### config.mk
export PLATFORM = sky130hd
export DESIGN_NAME = alarm_time_ctrl
export DESIGN_NICKNAME = d
export VERILOG_FILES = /design/src/rtl/alarm_time_ctrl.sv
export SDC_FILE = /design/constraint.sdc
export NUM_CORES = 1
export LEC_CHECK = 0
export CAP_MARGIN = 15
export CORE_UTILIZATION = 50
export DETAILED_ROUTE_END_ITERATION = 10
export HOLD_SLACK_MARGIN = 0.1
export PLACE_DENSITY = 0.8
export RECOVER_POWER = 50
export SYNTH_ARGS = -nofsm -noshare
export SYNTH_HDL_FRONTEND = slang
export SYNTH_SLANG_ARGS = --single-unit
### constraint.sdc
create_clock -name clk -period 3.35 [get_ports clk]
set_input_delay 0.67 -clock clk [delete_from_list [all_inputs] [get_ports clk]]
set_output_delay 0.67 -clock clk [all_outputs]
set_load 0.05 [all_outputs]
### src/rtl/alarm_time_ctrl.sv
// Alarm clock core: time of day, alarm setting, mode FSM and alarm ring/snooze FSM.
// All state updates on clk. disp_* is a mode-selected mux of the registered fields.
module alarm_time_ctrl #(
  parameter int SEC_PER_MIN      = 60,
  parameter int SNOOZE_MIN       = 9,
  parameter int RING_TIMEOUT_MIN = 5
) (
  input  logic       clk,
  input  logic       rst,
  input  logic       sec_tick,
  input  logic       mode_pb,
  input  logic       hr_pb,
  input  logic       min_pb,
  input  logic       arm_pb,
  input  logic       snooze_pb,
  output logic [1:0] mode,
  output logic [4:0] disp_hours,
  output logic [5:0] disp_minutes,
  output logic [5:0] seconds,
  output logic       alarm_armed,
  output logic       ringing
);

  localparam int SW = $clog2(SNOOZE_MIN + 1);
  localparam int RW = $clog2(RING_TIMEOUT_MIN + 1);
  localparam logic [5:0]    SEC_LAST  = 6'(SEC_PER_MIN - 1);
  localparam logic [SW-1:0] SNZ_LOAD  = SW'(SNOOZE_MIN);
  localparam logic [RW-1:0] RING_LAST = RW'(RING_TIMEOUT_MIN - 1);

  typedef enum logic [1:0] {
    M_RUN       = 2'd0,
    M_SET_TIME  = 2'd1,
    M_SET_ALARM = 2'd2
  } mode_t;

  typedef enum logic [1:0] {
    A_IDLE    = 2'd0,
    A_RINGING = 2'd1,
    A_SNOOZED = 2'd2
  } alarm_t;

  mode_t         mode_q, mode_d;
  alarm_t        al_state, al_next;
  logic [4:0]    tm_hr_q, tm_hr_d, al_hr_q, al_hr_d;
  logic [5:0]    tm_min_q, tm_min_d, al_min_q, al_min_d;
  logic [5:0]    tm_sec_q, tm_sec_d;
  logic          armed_q, armed_d;
  logic [RW-1:0] ring_cnt, ring_d;
  logic [SW-1:0] snz_cnt, snz_d;
  logic          minute_strobe;
  logic          alarm_hit;

  function automatic logic [4:0] inc_hr(input logic [4:0] h);
    return (h == 5'd23) ? 5'd0 : h + 5'd1;
  endfunction

  function automatic logic [5:0] inc_min(input logic [5:0] m);
    return (m == 6'd59) ? 6'd0 : m + 6'd1;
  endfunction

  always_comb begin
    mode_d = mode_q;
    if (mode_pb) begin
      case (mode_q)
        M_RUN:      mode_d = M_SET_TIME;
        M_SET_TIME: mode_d = M_SET_ALARM;
        default:    mode_d = M_RUN;
      endcase
    end
  end

  // Edits act on the mode held before any coincident mode_pb transition.
  always_comb begin
    tm_hr_d       = tm_hr_q;
    tm_min_d      = tm_min_q;
    tm_sec_d      = tm_sec_q;
    minute_strobe = 1'b0;
    if (mode_q == M_SET_TIME) begin
      if (hr_pb) tm_hr_d = inc_hr(tm_hr_q);
      if (min_pb) begin
        tm_min_d = inc_min(tm_min_q);
        tm_sec_d = 6'd0;
      end
    end else if (sec_tick) begin
      if (tm_sec_q == SEC_LAST) begin
        minute_strobe = 1'b1;
        tm_sec_d      = 6'd0;
        tm_min_d      = inc_min(tm_min_q);
        if (tm_min_q == 6'd59) tm_hr_d = inc_hr(tm_hr_q);
      end else begin
        tm_sec_d = tm_sec_q + 6'd1;
      end
    end
  end

  always_comb begin
    al_hr_d  = al_hr_q;
    al_min_d = al_min_q;
    if (mode_q == M_SET_ALARM) begin
      if (hr_pb)  al_hr_d  = inc_hr(al_hr_q);
      if (min_pb) al_min_d = inc_min(al_min_q);
    end
  end

  // Match is taken against the post-increment time so ringing rises with the minute.
  assign alarm_hit = minute_strobe && (tm_hr_d == al_hr_q) && (tm_min_d == al_min_q);

  always_comb begin
    al_next = al_state;
    armed_d = armed_q;
    ring_d  = ring_cnt;
    snz_d   = snz_cnt;
    case (al_state)
      A_IDLE: begin
        if (arm_pb) begin
          armed_d = ~armed_q;
        end else if (armed_q && alarm_hit) begin
          al_next = A_RINGING;
          ring_d  = '0;
        end
      end
      A_RINGING: begin
        if (arm_pb) begin
          al_next = A_IDLE;
          armed_d = 1'b0;
        end else if (snooze_pb) begin
          al_next = A_SNOOZED;
          snz_d   = SNZ_LOAD;
        end else if (minute_strobe) begin
          ring_d = ring_cnt + RW'(1);
          if (ring_cnt == RING_LAST) al_next = A_IDLE;
        end
      end
      A_SNOOZED: begin
        if (arm_pb) begin
          al_next = A_IDLE;
          armed_d = 1'b0;
        end else if (minute_strobe) begin
          snz_d = snz_cnt - SW'(1);
          if (snz_cnt == SW'(1)) begin
            al_next = A_RINGING;
            ring_d  = '0;
          end
        end
      end
      default: al_next = A_IDLE;
    endcase
  end

  always_ff @(posedge clk) begin
    if (rst) begin
      mode_q   <= M_RUN;
      al_state <= A_IDLE;
      tm_hr_q  <= 5'd0;
      tm_min_q <= 6'd0;
      tm_sec_q <= 6'd0;
      al_hr_q  <= 5'd7;
      al_min_q <= 6'd0;
      armed_q  <= 1'b0;
      ring_cnt <= '0;
      snz_cnt  <= '0;
    end else begin
      mode_q   <= mode_d;
      al_state <= al_next;
      tm_hr_q  <= tm_hr_d;
      tm_min_q <= tm_min_d;
      tm_sec_q <= tm_sec_d;
      al_hr_q  <= al_hr_d;
      al_min_q <= al_min_d;
      armed_q  <= armed_d;
      ring_cnt <= ring_d;
      snz_cnt  <= snz_d;
    end
  end

  assign mode         = mode_q;
  assign disp_hours   = (mode_q == M_SET_ALARM) ? al_hr_q  : tm_hr_q;
  assign disp_minutes = (mode_q == M_SET_ALARM) ? al_min_q : tm_min_q;
  assign seconds      = tm_sec_q;
  assign alarm_armed  = armed_q;
  assign ringing      = (al_state == A_RINGING);

endmodule

==> results.ini <==
[status]
status=finished, final reports clean

[clocking]
insertion_delay_ns=0.30
clock_sinks=40
postCtsResizedCells=0
clk_pin_slew_worst_paths_ns=0.08
cts_hold_buf=0
cts-root-buf=clkbuf_8
htreeDepth=2
cts_tree=built
numCtsBuffers=5
cts_setup_buffers=0
clockBufferDepth=2

[synth]
synth_nets=361
synth_top_area_frac=0.3003
yosysUniqueCellTypes=58
async_flop_share=0
synth_most_common_cell=nand2_1
ys.flop_type=dfxtp_1
syn_area_per_cell_um2=7.842
synth.area.top_cells=dfxtp_1 30%, nand2_1 8.2%, ha_1 6.1%
synth-edff-count=0
yosys_warnings=0
synth_cells=340
ys_ff_latch=40
synth_top_area_cell=dfxtp_1
syn_area_um2=2666
yosys-top-cells-count=58 x nand2_1, 40 x dfxtp_1, 35 x nor2_1, 18 x a21oi_1, 14 x nand3_1
ys_seq_area_frac=0.3003

[die]
die_y_um=75.03
row_count=26
coreArea_um2=5107
initial_core_util=0.5220
ios=29
die-area_um2=5629
die_w_um=75.03

[worst_setup_path]
cp.required_ns=3.58
slowest_delay_ns=0.50
cp_slowest_cell=clkdlybuf4s50_1
cp.arrival_ns=3.30
path_class=input pin to flop
r2r_slack_ns=0.51
crit_chain=clkdlybuf4s50_1, nand4b_1, o31ai_1, buf_4, mux2i_1, xnor2_1, a2111oi_4, nand3_4, o31ai_4, mux2i_1
cp_max_fo=8
cp_common_cell=mux2i_1
start_kind=input pin
cp-end-kind=flop

[routing]
first_pass_iters=4
vias_per_cell=5.576
ant_nets=0
wl_mm=6.015
wl_per_cell_um=13.86
first_iter_violations=136
vias=2420
drc=0

[grt]
grt_max_degree=31
antenna_found_initial=0
track_usage=0.2361
grt_pass1_vias=2244
grt_pass1_wl_mm=10.14
gr-total-overflow=0

[timing]
fin_crit_ns=3.069
finalSetupViolations=0
drv_slew=0
max_slew_margin=0.07752
rsz0062_at_grt=false
hold_viol=0
fmax_mhz=325.8
worstMarginPinSlew_ns=1.384
setup_tns_ns=0
post-route-period-util=0.9162
skew_ns=0.008596

[placed_design]
place_area_um2=3002
port_buffers=28
dp_hpwl_mm=4.487
gp_congestion=0.8502

[run]
maxCapViolations=0

[power_and_ir_drop]
p_leak_nw=1.113
ir_drop_mv=0.2542
pwr_density_cell_nw_per_um2=333.0

[final_layout]
nNetsFinal=384
syn_to_final_growth_pct=16.61
design_area_um2=3109
fill_cells=477
drive_gt1_frac=0.07143
ff_latch_area_um2=800.8
antenna_cells=0
multi_input_area_um2=1728
utilization=0.6088

[hold_path]
hold_class=flop to flop

## cells in the final DEF (no fill, tap or decap), drive strengths merged, types with 5 or more instances in the layout
master         Yosys  layout
a21oi             18      18
and2               5       5
buf                7       7
clkbuf            13       6
clkdlybuf4s50      0      22
dfxtp             40      40
dlygate4sd3        0       6
ha                13      13
inv               12      12
mux2i              9       9
nand2             58      58
nand2b             7       7
nand3             15      15
nand4              6       6
nor2              35      35
nor2b              5       5
nor3              13      13
o21ai             12      12
xnor2             12      12
xor2              10      10
## layer usage
metal | up-vias | track usage | share of wire
met3 | 11 | 0.04016 | 0.047
li1 | 1224 | - | -
met5 | - | 0 | 0
met2 | 69 | 0.4054 | 0.49
met4 | 0 | 0.07757 | 0.016
met1 | 1116 | 0.3007 | 0.45
## flip-flops by register name, indices dropped and copies added, names as in the netlist
name,flops
tm_hr_q,5
al_state,2
alarm_armed,1
seconds,6
mode,2
al_min_q,6
ring_cnt,3
tm_min_q,6
al_hr_q,5
snz_cnt,4
## cells by family (layout without fill, tap and decap cells)
group,Yosys count,after routing,share of synthesized area
xor+xnor,23,23,0.08071
compound gates,61,61,0.1741
fa+ha+maj,13,13,0.06101
flops,40,40,0.3003
mux,9,9,0.03379
buf+inv,32,56,0.05162
simple gates,162,162,0.2985
## metrics by stage
| stage | instances | hold WS, ns | worst slack, ns | power (mW) |
|---|---|---|---|---|
| after floorplan | 340 | 0.4515 | 0.2674 | 0.6042 |
| after global placement | 426 | 0.4628 | 0.1092 | 0.6492 |
| after detailed placement | 426 | 0.4809 | -0.008658 | 0.6512 |
| after CTS | 434 | 0.4918 | 0.2910 | 1.042 |
| after global routing | 434 | 0.5197 | 0.06927 | 1.072 |
| final | 434 | 0.4901 | 0.2807 | 1.035 |
## worst max-delay path: cells and delay by family
family | cells | cell delay, ns
compound gates | 3 | 0.90
buf+inv | 2 | 0.72
xor+xnor | 1 | 0.17
mux | 2 | 0.50
simple gates | 2 | 0.34
## where the power goes
group          leakage [nW]  internal [mW]  switching [mW]  total [mW]
Combinational         0.736         0.0531          0.0875       0.141
Clock                0.0541          0.220           0.176       0.396
Sequential            0.324          0.485          0.0141       0.499
Total                  1.11          0.758           0.277        1.04
## path summary, 6_finish.rpt
| check | from | to | cells past startpoint |
|---|---|---|---|
| max | sec_tick | al_state[1] | 10 |
| max reg2reg | seconds[0] | al_state[1] | 10 |
| min | ring_cnt[0] | ring_cnt[0] | 2 |
| min reg2reg | ring_cnt[0] | ring_cnt[0] | 2 |
## layout make-up
cell class,count,area share
flip-flops and latches,40,0.2575
clock buffers,5,0.02213
clock inverters,3,0.01368
inverters,12,0.01449
multi-input cells,268,0.5557
repair buffers,36,0.1082
well taps,70,0.02817
No activity file was read; power rests on OpenSTA's default activity.
